`src/rtl/muldiv_pkg.sv`:
```
// muldiv_pkg: shared types and defaults for the iterative multiply/divide unit.
// Contents: default operand width, command opcode enum, FSM state enum.
package muldiv_pkg;

  localparam int unsigned DEFAULT_WIDTH = 32;

  typedef enum logic [2:0] {
    OP_MULT  = 3'd0,
    OP_MULTU = 3'd1,
    OP_DIV   = 3'd2,
    OP_DIVU  = 3'd3,
    OP_MTHI  = 3'd4,
    OP_MTLO  = 3'd5
  } muldiv_op_e;

  typedef enum logic [1:0] {
    ST_IDLE = 2'd0,
    ST_MUL  = 2'd1,
    ST_DIV  = 2'd2,
    ST_FIX  = 2'd3
  } muldiv_state_e;

endpackage

```
`src/rtl/muldiv_if.sv`:
```
// muldiv_if: command/response bundle between the EX stage and muldiv_unit.
// master (EX side): drives start, op, src_a, src_b, flush, hi_read, lo_read;
//                   receives busy, done, div_zero, read_data.
// slave (unit side): the mirror image.
interface muldiv_if
  import muldiv_pkg::*;
#(
  parameter int unsigned WIDTH = DEFAULT_WIDTH
) ();

  logic             start;
  logic [2:0]       op;
  logic [WIDTH-1:0] src_a;
  logic [WIDTH-1:0] src_b;
  logic             flush;
  logic             hi_read;
  logic             lo_read;
  logic             busy;
  logic             done;
  logic             div_zero;
  logic [WIDTH-1:0] read_data;

  modport master (
    output start, op, src_a, src_b, flush, hi_read, lo_read,
    input  busy, done, div_zero, read_data
  );

  modport slave (
    input  start, op, src_a, src_b, flush, hi_read, lo_read,
    output busy, done, div_zero, read_data
  );

endinterface

```
`src/rtl/muldiv_core.sv`:
```
// muldiv_core: iterative datapath for muldiv_unit.
// Optional feature macro: MULDIV_DIV_EN (adds the restoring divider step).
// Ports:
//   clk, rst        clock, asynchronous active-low reset
//   load            latch operand magnitudes, clear accumulator
//   is_signed       operands are two's complement (magnitudes taken on load)
//   src_a, src_b    raw operands
//   step_mul        one radix-2 shift-add step
//   step_div        one restoring shift-subtract step (MULDIV_DIV_EN only)
//   acc_out, lo_out multiply: product {acc, lo}; divide: acc = remainder, lo = quotient
module muldiv_core
  import muldiv_pkg::*;
#(
  parameter int unsigned WIDTH = DEFAULT_WIDTH
) (
  input  logic             clk,
  input  logic             rst,
  input  logic             load,
  input  logic             is_signed,
  input  logic [WIDTH-1:0] src_a,
  input  logic [WIDTH-1:0] src_b,
  input  logic             step_mul,
`ifdef MULDIV_DIV_EN
  input  logic             step_div,
`endif
  output logic [WIDTH-1:0] acc_out,
  output logic [WIDTH-1:0] lo_out
);

  logic [WIDTH-1:0] acc;
  logic [WIDTH-1:0] lo;
  logic [WIDTH-1:0] opb;
  logic [WIDTH-1:0] mag_a;
  logic [WIDTH-1:0] mag_b;
  logic [WIDTH:0]   mul_sum;

  // The most negative value maps onto itself, which is its correct unsigned magnitude.
  always_comb begin
    mag_a = (is_signed && src_a[WIDTH-1]) ? -src_a : src_a;
    mag_b = (is_signed && src_b[WIDTH-1]) ? -src_b : src_b;
  end

  // Multiplier bits sit in lo and are consumed LSB first while the product
  // shifts in from the top; the carry out of the add becomes the new acc MSB.
  always_comb begin
    mul_sum = {1'b0, acc} + (lo[0] ? {1'b0, opb} : '0);
  end

`ifdef MULDIV_DIV_EN
  logic [WIDTH:0] div_shift;
  logic           div_ge;

  // Remainder in acc, dividend/quotient in lo; the partial remainder is always
  // below the divisor, so the shifted value fits in WIDTH+1 bits and the
  // difference (when taken) fits back into WIDTH bits.
  always_comb begin
    div_shift = {acc, lo[WIDTH-1]};
    div_ge    = div_shift >= {1'b0, opb};
  end
`endif

  always_ff @(posedge clk or negedge rst) begin
    if (!rst) begin
      acc <= '0;
      lo  <= '0;
      opb <= '0;
    end else if (load) begin
      acc <= '0;
      lo  <= mag_a;
      opb <= mag_b;
    end else if (step_mul) begin
      acc <= mul_sum[WIDTH:1];
      lo  <= {mul_sum[0], lo[WIDTH-1:1]};
    end
`ifdef MULDIV_DIV_EN
    else if (step_div) begin
      acc <= div_ge ? (div_shift[WIDTH-1:0] - opb) : div_shift[WIDTH-1:0];
      lo  <= {lo[WIDTH-2:0], div_ge};
    end
`endif
  end

  assign acc_out = acc;
  assign lo_out  = lo;

endmodule

```
`src/rtl/muldiv_unit.sv`:
```
// muldiv_unit: iterative MULT/MULTU/DIV/DIVU/MTHI/MTLO unit owning HI/LO.
// Optional feature macro: MULDIV_DIV_EN (DIV/DIVU support; otherwise ops 2/3
// are ignored and div_zero is tied low).
// Ports:
//   clk   clock
//   rst   asynchronous active-low reset
//   bus   muldiv_if.slave: start/op/src_a/src_b/flush/hi_read/lo_read in,
//         busy/done/div_zero/read_data out
module muldiv_unit
  import muldiv_pkg::*;
#(
  parameter int unsigned WIDTH = DEFAULT_WIDTH,
  parameter int unsigned CNT_W = $clog2(WIDTH + 1)
) (
  input  logic    clk,
  input  logic    rst,
  muldiv_if.slave bus
);

  muldiv_state_e    state;
  muldiv_op_e       op;
  logic [CNT_W-1:0] cnt;
  logic [WIDTH-1:0] hi;
  logic [WIDTH-1:0] lo;
  logic [WIDTH-1:0] read_q;
  logic             busy_q;
  logic             done_q;
  logic             neg_res;
  logic             is_mul_op;
  logic             is_signed;
  logic             load;
  logic             step_mul;
  logic [WIDTH-1:0] core_acc;
  logic [WIDTH-1:0] core_lo;
  logic [2*WIDTH-1:0] prod;
  logic [2*WIDTH-1:0] prod_fix;

  assign op        = muldiv_op_e'(bus.op);
  assign is_mul_op = (op == OP_MULT) || (op == OP_MULTU);
  assign is_signed = (op == OP_MULT) || (op == OP_DIV);
  assign step_mul  = (state == ST_MUL);

`ifdef MULDIV_DIV_EN
  logic             is_div_op;
  logic             is_div;
  logic             neg_rem;
  logic             div_by_zero;
  logic             div_zero_q;
  logic             step_div;
  logic [WIDTH-1:0] quot_fix;
  logic [WIDTH-1:0] rem_fix;

  assign is_div_op = (op == OP_DIV) || (op == OP_DIVU);
  assign step_div  = (state == ST_DIV);
  assign load      = (state == ST_IDLE) && bus.start && !bus.flush && (is_mul_op || is_div_op);

  always_comb begin
    quot_fix = neg_res ? -core_lo  : core_lo;
    rem_fix  = neg_rem ? -core_acc : core_acc;
  end

  assign bus.div_zero = div_zero_q;
`else
  assign load         = (state == ST_IDLE) && bus.start && !bus.flush && is_mul_op;
  assign bus.div_zero = 1'b0;
`endif

  always_comb begin
    prod     = {core_acc, core_lo};
    prod_fix = neg_res ? -prod : prod;
  end

  muldiv_core #(
    .WIDTH (WIDTH)
  ) u_core (
    .clk       (clk),
    .rst       (rst),
    .load      (load),
    .is_signed (is_signed),
    .src_a     (bus.src_a),
    .src_b     (bus.src_b),
    .step_mul  (step_mul),
`ifdef MULDIV_DIV_EN
    .step_div  (step_div),
`endif
    .acc_out   (core_acc),
    .lo_out    (core_lo)
  );

  always_ff @(posedge clk or negedge rst) begin
    if (!rst) begin
      state   <= ST_IDLE;
      cnt     <= '0;
      hi      <= '0;
      lo      <= '0;
      read_q  <= '0;
      busy_q  <= 1'b0;
      done_q  <= 1'b0;
      neg_res <= 1'b0;
`ifdef MULDIV_DIV_EN
      is_div      <= 1'b0;
      neg_rem     <= 1'b0;
      div_by_zero <= 1'b0;
      div_zero_q  <= 1'b0;
`endif
    end else begin
      done_q <= 1'b0;
`ifdef MULDIV_DIV_EN
      div_zero_q <= 1'b0;
`endif
      // Reads sample HI/LO before any write on this edge, so they see old values.
      if (bus.lo_read) begin
        read_q <= lo;
      end else if (bus.hi_read) begin
        read_q <= hi;
      end

      case (state)
        ST_IDLE: begin
          if (load) begin
            cnt     <= CNT_W'(WIDTH);
            busy_q  <= 1'b1;
            neg_res <= is_signed && (bus.src_a[WIDTH-1] ^ bus.src_b[WIDTH-1]);
            state   <= ST_MUL;
`ifdef MULDIV_DIV_EN
            is_div      <= is_div_op;
            neg_rem     <= is_signed && bus.src_a[WIDTH-1];
            div_by_zero <= (bus.src_b == '0);
            if (is_div_op) begin
              state <= ST_DIV;
            end
`endif
          end else if (bus.start && !bus.flush) begin
            if (op == OP_MTHI) begin
              hi <= bus.src_a;
            end else if (op == OP_MTLO) begin
              lo <= bus.src_a;
            end
          end
        end

        ST_MUL: begin
          if (bus.flush) begin
            state  <= ST_IDLE;
            busy_q <= 1'b0;
          end else begin
            cnt <= cnt - 1'b1;
            if (cnt == CNT_W'(1)) begin
              state <= ST_FIX;
            end
          end
        end

`ifdef MULDIV_DIV_EN
        ST_DIV: begin
          if (bus.flush) begin
            state  <= ST_IDLE;
            busy_q <= 1'b0;
          end else begin
            cnt <= cnt - 1'b1;
            if (cnt == CNT_W'(1)) begin
              state <= ST_FIX;
            end
          end
        end
`endif

        ST_FIX: begin
          state  <= ST_IDLE;
          busy_q <= 1'b0;
          if (!bus.flush) begin
            done_q <= 1'b1;
`ifdef MULDIV_DIV_EN
            if (is_div) begin
              if (div_by_zero) begin
                div_zero_q <= 1'b1;
              end else begin
                lo <= quot_fix;
                hi <= rem_fix;
              end
            end else
`endif
            begin
              hi <= prod_fix[2*WIDTH-1:WIDTH];
              lo <= prod_fix[WIDTH-1:0];
            end
          end
        end

        default: begin
          state  <= ST_IDLE;
          busy_q <= 1'b0;
        end
      endcase
    end
  end

  assign bus.busy      = busy_q;
  assign bus.done      = done_q;
  assign bus.read_data = read_q;

endmodule

```
`src/flat_wrapper.sv`:
```
// flat-port wrapper written by rule: the top's interface ports become plain ports
module muldiv_unit_flat import muldiv_pkg::*;
#(
  parameter int unsigned WIDTH = DEFAULT_WIDTH,
  parameter int unsigned CNT_W = $clog2(WIDTH + 1)
)
  (clk, rst, bus_start, bus_op, bus_src_a, bus_src_b, bus_flush, bus_hi_read, bus_lo_read, bus_busy, bus_done, bus_div_zero, bus_read_data);
  muldiv_if #(.WIDTH(WIDTH)) bus_i ();
  input  logic clk;
  input  logic rst;
  input wire logic [$bits(bus_i.start)-1:0] bus_start;
  input wire logic [$bits(bus_i.op)-1:0] bus_op;
  input wire logic [$bits(bus_i.src_a)-1:0] bus_src_a;
  input wire logic [$bits(bus_i.src_b)-1:0] bus_src_b;
  input wire logic [$bits(bus_i.flush)-1:0] bus_flush;
  input wire logic [$bits(bus_i.hi_read)-1:0] bus_hi_read;
  input wire logic [$bits(bus_i.lo_read)-1:0] bus_lo_read;
  output wire logic [$bits(bus_i.busy)-1:0] bus_busy;
  output wire logic [$bits(bus_i.done)-1:0] bus_done;
  output wire logic [$bits(bus_i.div_zero)-1:0] bus_div_zero;
  output wire logic [$bits(bus_i.read_data)-1:0] bus_read_data;
  assign bus_i.start = bus_start;
  assign bus_i.op = bus_op;
  assign bus_i.src_a = bus_src_a;
  assign bus_i.src_b = bus_src_b;
  assign bus_i.flush = bus_flush;
  assign bus_i.hi_read = bus_hi_read;
  assign bus_i.lo_read = bus_lo_read;
  assign bus_busy = bus_i.busy;
  assign bus_done = bus_i.done;
  assign bus_div_zero = bus_i.div_zero;
  assign bus_read_data = bus_i.read_data;
  muldiv_unit #(.WIDTH(WIDTH), .CNT_W(CNT_W)) u_core (.clk(clk), .rst(rst), .bus(bus_i));
endmodule
```
`config.mk`:
```
export PLATFORM = sky130hd
export DESIGN_NAME = muldiv_unit_flat
export DESIGN_NICKNAME = d
export VERILOG_FILES = /design/src/rtl/muldiv_pkg.sv /design/src/rtl/muldiv_if.sv /design/src/rtl/muldiv_core.sv /design/src/rtl/muldiv_unit.sv /design/src/flat_wrapper.sv
export SDC_FILE = /design/constraint.sdc
export NUM_CORES = 1
export LEC_CHECK = 0
export CAP_MARGIN = 40
export CORE_ASPECT_RATIO = 0.75
export CORE_MARGIN = 3
export CORE_UTILIZATION = 60
export DETAILED_ROUTE_END_ITERATION = 6
export PLACE_DENSITY = 0.82
export SYNTH_ARGS = -nofsm -noshare
export SYNTH_HDL_FRONTEND = slang
export SYNTH_SLANG_ARGS = --single-unit
```
`constraint.sdc`:
```
create_clock -name clk -period 6.6 [get_ports clk]
set_input_delay 1.32 -clock clk [delete_from_list [all_inputs] [get_ports clk]]
set_output_delay 1.32 -clock clk [all_outputs]
set_load 0.02 [all_outputs]
```
Word level (Yosys, flattened, before mapping) --
Index checks and enable logic that the tools add are counted.
Storage, ports and cells: bits in registers 203, latch bits 0, memory bits (writable) 0, bits in read-only memories 0, input bits 73, output and inout bits 35, logic and storage cells 89, memories kept 0
Cells by class: $add $sub $neg 5, multipliers 0, div/mod/pow operators 0, $lt $le $gt $ge 0, eq/ne operators 17, shift operators 0, muxes and demuxes 33, bitwise logic cells 1, reductions and logical operators 22
Operators with widths (count):
- 32-bit two-way mux | 18
- 32-bit one-hot mux with 2 select lines | 2
- 64-bit two-way mux | 1
- 32-bit negation | 2
- 64-bit negation | 1
- 32-bit by 32-bit adder with 33-bit output | 1
- 2-bit inequality test (second input constant) | 9
- 6-bit two-way mux | 2
- 6-bit one-hot mux with 2 select lines | 1
- 2-bit nonzero test | 4
- 1-bit logical AND | 7
- 3-bit == test (second input constant) | 2
- 6-bit by 1-bit == test with 1-bit output (second input constant) | 1
- 2-bit two-way mux | 3
- 2-bit AND reduction | 3
- 6-bit AND reduction | 1
- 6-bit by 1-bit subtractor with 6-bit output (second input constant) | 1
- 5-bit AND reduction | 1
- 1-bit two-way mux | 4
- 2-bit one-hot mux with 2 select lines | 1
- 3-bit by 1-bit == test with 1-bit output (second input constant) | 1
- 3-bit by 2-bit == test with 1-bit output (second input constant) | 1
- 3-bit zero test | 1
- 3-bit by 2-bit inequality test with 1-bit output (second input constant) | 1
- other kinds (8) | 9

Depth between registers and ports, before layout --
depth after elaboration 6, gate-level depth with buffers 12, gate-level depth less buffers 10

Modules after synthesis --
From an unflattened synthesis, not the netlist that was laid out.
Second synthesis, totals: cell total of the unflattened synthesis 1607, area total of the unflattened synthesis 13735.7 sq um
By module, submodules not included:
- muldiv_core | instances 1, cells each 858, area each 7245.7 sq um, sequential area each 2402.3 sq um
- muldiv_unit | instances 1, cells each 749, area each 6490.0 sq um, sequential area each 2677.6 sq um

Worst setup path before layout --
OpenSTA, ideal clock, no wires.
kind input -> register, start input bus_src_a[1], end register u_core.u_core.lo[30] (netlist: u_core.u_core.lo_out[30]), arrival 3.138 ns, required time 6.463 ns, slack 3.325 ns, stages on the path 9, path buffers 0, cell sequence inv_1 > ha_1 > nor3b_1 > nand4_1 > nor4_1 > nand2_1 > o41ai_1 > xor2_1 > a21oi_1
Between the ends: cells in the longest elaborated chain, start to end 3
RTL lines:
- start: declaration | RTL line flat_wrapper.sv:13 | input wire logic [$bits(bus_i.src_a)-1:0] bus_src_a;
- 32-bit negation | RTL line muldiv_core.sv:39 | mag_a = (is_signed && src_a[WIDTH-1]) ? -src_a : src_a;
- 32-bit two-way mux | RTL line muldiv_core.sv:39
- 32-bit two-way mux | RTL line muldiv_core.sv:67 | end else if (load) begin
- end signal: assignment | RTL line muldiv_core.sv:69 | lo <= mag_a;
- end signal: assignment | RTL line muldiv_core.sv:73 | lo <= {mul_sum[0], lo[WIDTH-1:1]};
- end: declaration | RTL line muldiv_core.sv:31 | logic [WIDTH-1:0] lo;
Every way passes these cells. A chain may end at the register's enable or synchronous reset.

Worst setup path in the final report --
start input bus_src_a[0], end register u_core.u_core.lo[30] (netlist: u_core.u_core.lo_out[30])
The elaborated chain is that of the path after synthesis.

==> impl_metrics.json <==
{
  "numPortBuffers": 106,
  "synth.cell_area_um2": 13200,
  "layout_commonest_cell": "nand2_1",
  "holdCritPathClass": "flop to flop",
  "pin_count": 108,
  "hold_buffers": 0,
  "finalNonFillerCells": 1913,
  "clockBufferDepth": 3,
  "drtIter0Drc": 1677,
  "register_area_um2": 5080,
  "syn_area_per_cell_um2": 8.43,
  "fin_setup_tns_ns": 0,
  "drive_gt1_frac": 0.0455,
  "fin_skew_ns": 0.00619,
  "dieArea_um2": 23800,
  "synth_seq_area_share": 0.385,
  "cp_num_buf_inv": 2,
  "grt_pass1_wl_um": 65100,
  "multi_input_area_um2": 7670,
  "avgViaCountPerCell": 6.52,
  "crit_path_start_kind": "input pin",
  "critPathMaxFanout": 6,
  "slowest_delay_ns": 0.56,
  "drc": 0,
  "fmax_ghz": 0.262,
  "synth_edf_count": 0,
  "finalNetCount": 1722,
  "leakagePower_nw": 6.50,
  "ir_drop_mv": 0.232,
  "cts.reportedPaths.clkPinSlew_ns": 0.06,
  "wl_per_cell_um": 21.7,
  "placed_cells": 1875,
  "finalHoldViolCount": 0,
  "worstSetupPathType": "input pin to flop",
  "antenna_found_initial": 1,
  "grt_max_degree": 104,
  "dieWidth_um": 177,
  "slew_headroom": 0.421,
  "coreArea_um2": 21400,
  "mostFrequentLayoutCells": "nand2_1, dfrtp_1, o21ai_0",
  "slowest_stage": "nor4_1",
  "cts_sinks": 203,
  "syn_nets": 1675,
  "clock_latency_ns": 0.51,
  "vias": 12500,
  "min_period_ns": 3.81,
  "synth_flop_cell": "dfrtp_1",
  "maxCapViolCount": 0,
  "gp_congestion": 1.00,
  "worstMarginPinSlew_ns": 0.869,
  "status": "completed",
  "synth-seq-cells": 203,
  "hpwl_um": 30500,
  "htreeDepth": 1,
  "synthTopCellsByArea": "dfrtp_1, o21ai_0, nand2_1",
  "die_h_um": 134,
  "drt_pass1_iterations": 7,
  "ys.warnings.count": 0,
  "cts_tree": "yes",
  "grt.overflow.total": 0,
  "syn_inst": 1564,
  "cts_inserted_buffers": 22,
  "maxSlewViolCount": 0,
  "yosysTopAreaCell": "dfrtp_1",
  "rsz0062_at_grt": "no",
  "synth_top_area_frac": 0.385,
  "first_global_vias": 11300,
  "worst-endpoint-arrival_ns": 4.20,
  "area_delta_synth_final_pct": 15.0,
  "fill_cells": 1685,
  "period_share": 0.577,
  "grt_use_total": 0.348,
  "ctsResizeCount": 0,
  "antennaDiodeCount": 0,
  "cts_setup_buffers": 0,
  "ys_async_sr_fraction": 1.00,
  "crit_chain": "clkdlybuf4s50_1, inv_1, ha_1, nor3b_1, nand4_1, nor4_1, nand2_1, o41ai_1, xor2_1, a21oi_1",
  "ant_nets": 0,
  "initial_utilization": 0.618,
  "p_per_area_nw_per_um2": 348,
  "endpoint_kind": "flop",
  "finalSetupViolCount": 0,
  "rows": 46,
  "path_delay_family": "simple AND/OR/NAND/NOR gates",
  "ys_types": 66,
  "worstPathRequired_ns": 6.99,
  "root_buffer": "clkbuf_16",
  "postRouteWirelength_um": 41600
}
==> cell type report <==
type | instances | area share
Inverter | 19 | 0.00470
Timing Repair Buffer | 124 | 0.0815
Multi-Input combinational cell | 1241 | 0.506
Clock buffer | 29 | 0.0408
Sequential cell | 203 | 0.335
Clock inverter | 9 | 0.00834
Tap cell | 288 | 0.0238
==> registers in the layout (all words and copies together), names as in the netlist <==
| name | count |
|---|---|
| u_core.cnt | 6 |
| u_core.u_core.opb | 32 |
| u_core.hi | 32 |
| u_core.neg_res | 1 |
| u_core.lo | 32 |
| u_core.u_core.acc_out | 32 |
| u_core.bus.done | 1 |
| u_core.u_core.lo_out | 32 |
| u_core.state | 2 |
| u_core.bus.read_data | 32 |
| u_core.bus.busy | 1 |
==> power by group <==
group	internal, mW	total [mW]	switching (mW)
clock network	0.776	1.29	0.516
registers	1.61	2.08	0.470
logic	0.786	1.91	1.12
==> cells in the mapped netlist (26+ instances only) <==
cell type	count
mux2i_1	46
ha_1	37
nor3_1	32
xnor2_1	65
o31ai_1	26
nand2_1	210
o21ai_0	184
a21oi_1	94
dfrtp_1	203
nor2_1	111
and2_1	38
nand3_1	46
xor2_1	80
clkbuf_1	89
a31oi_1	27
==> logic make-up after synthesis <==
kind of cell / after synthesis / synth area share
AO/OA/AOI/OAI: 460 / 0.211
flip-flops: 203 / 0.385
AND/OR/NAND/NOR: 551 / 0.201
buffers and inverters: 120 / 0.0350
multiplexers: 46 / 0.0349
adder cells (fa/ha/maj): 38 / 0.0366
other: 1 / 0.000284
XOR/XNOR: 145 / 0.0963
==> metrics by stage <==
step / power, mW / area, um^2 / worst slack (ns) / hold slack [ns] / utilization
floorplan: 3.20 / 13200 / 3.32 / 0.429 / -
global placement: 3.85 / 14300 / 2.41 / 0.450 / 0.671
detailed placement: 3.92 / 14400 / 2.29 / 0.452 / 0.675
CTS: 5.23 / 15200 / 2.84 / 0.455 / 0.710
global route: 5.56 / 15200 / 2.55 / 0.474 / 0.710
finish: 5.28 / 15200 / 2.79 / 0.450 / 0.710
==> metal layers <==
layer,up-vias,global-route usage,part of all wire
met2,762,0.449,0.39
met1,5935,0.553,0.45
met4,2,0.0846,0.026
li1,5693,-,-
met3,74,0.115,0.13
met5,-,0,0.00031
==> path summary, 6_finish.rpt <==
path / depth (start not counted) / end / start / slack [ns]
worst min-delay path: 1 / u_core.state[1] / u_core.cnt[5] / 0.45
min in group asynchronous: 1 / u_core.lo[0] / rst / 0.86
worst max register to register: 10 / u_core.u_core.acc_out[29] / u_core.u_core.lo_out[0] / 3.00
max in group asynchronous: 2 / u_core.u_core.opb[20] / rst / 4.53
worst max-delay path: 10 / u_core.u_core.lo_out[30] / bus_src_a[0] / 2.79
worst min register to register: 1 / u_core.state[1] / u_core.cnt[5] / 0.45
(Power assumes the default switching activity.)
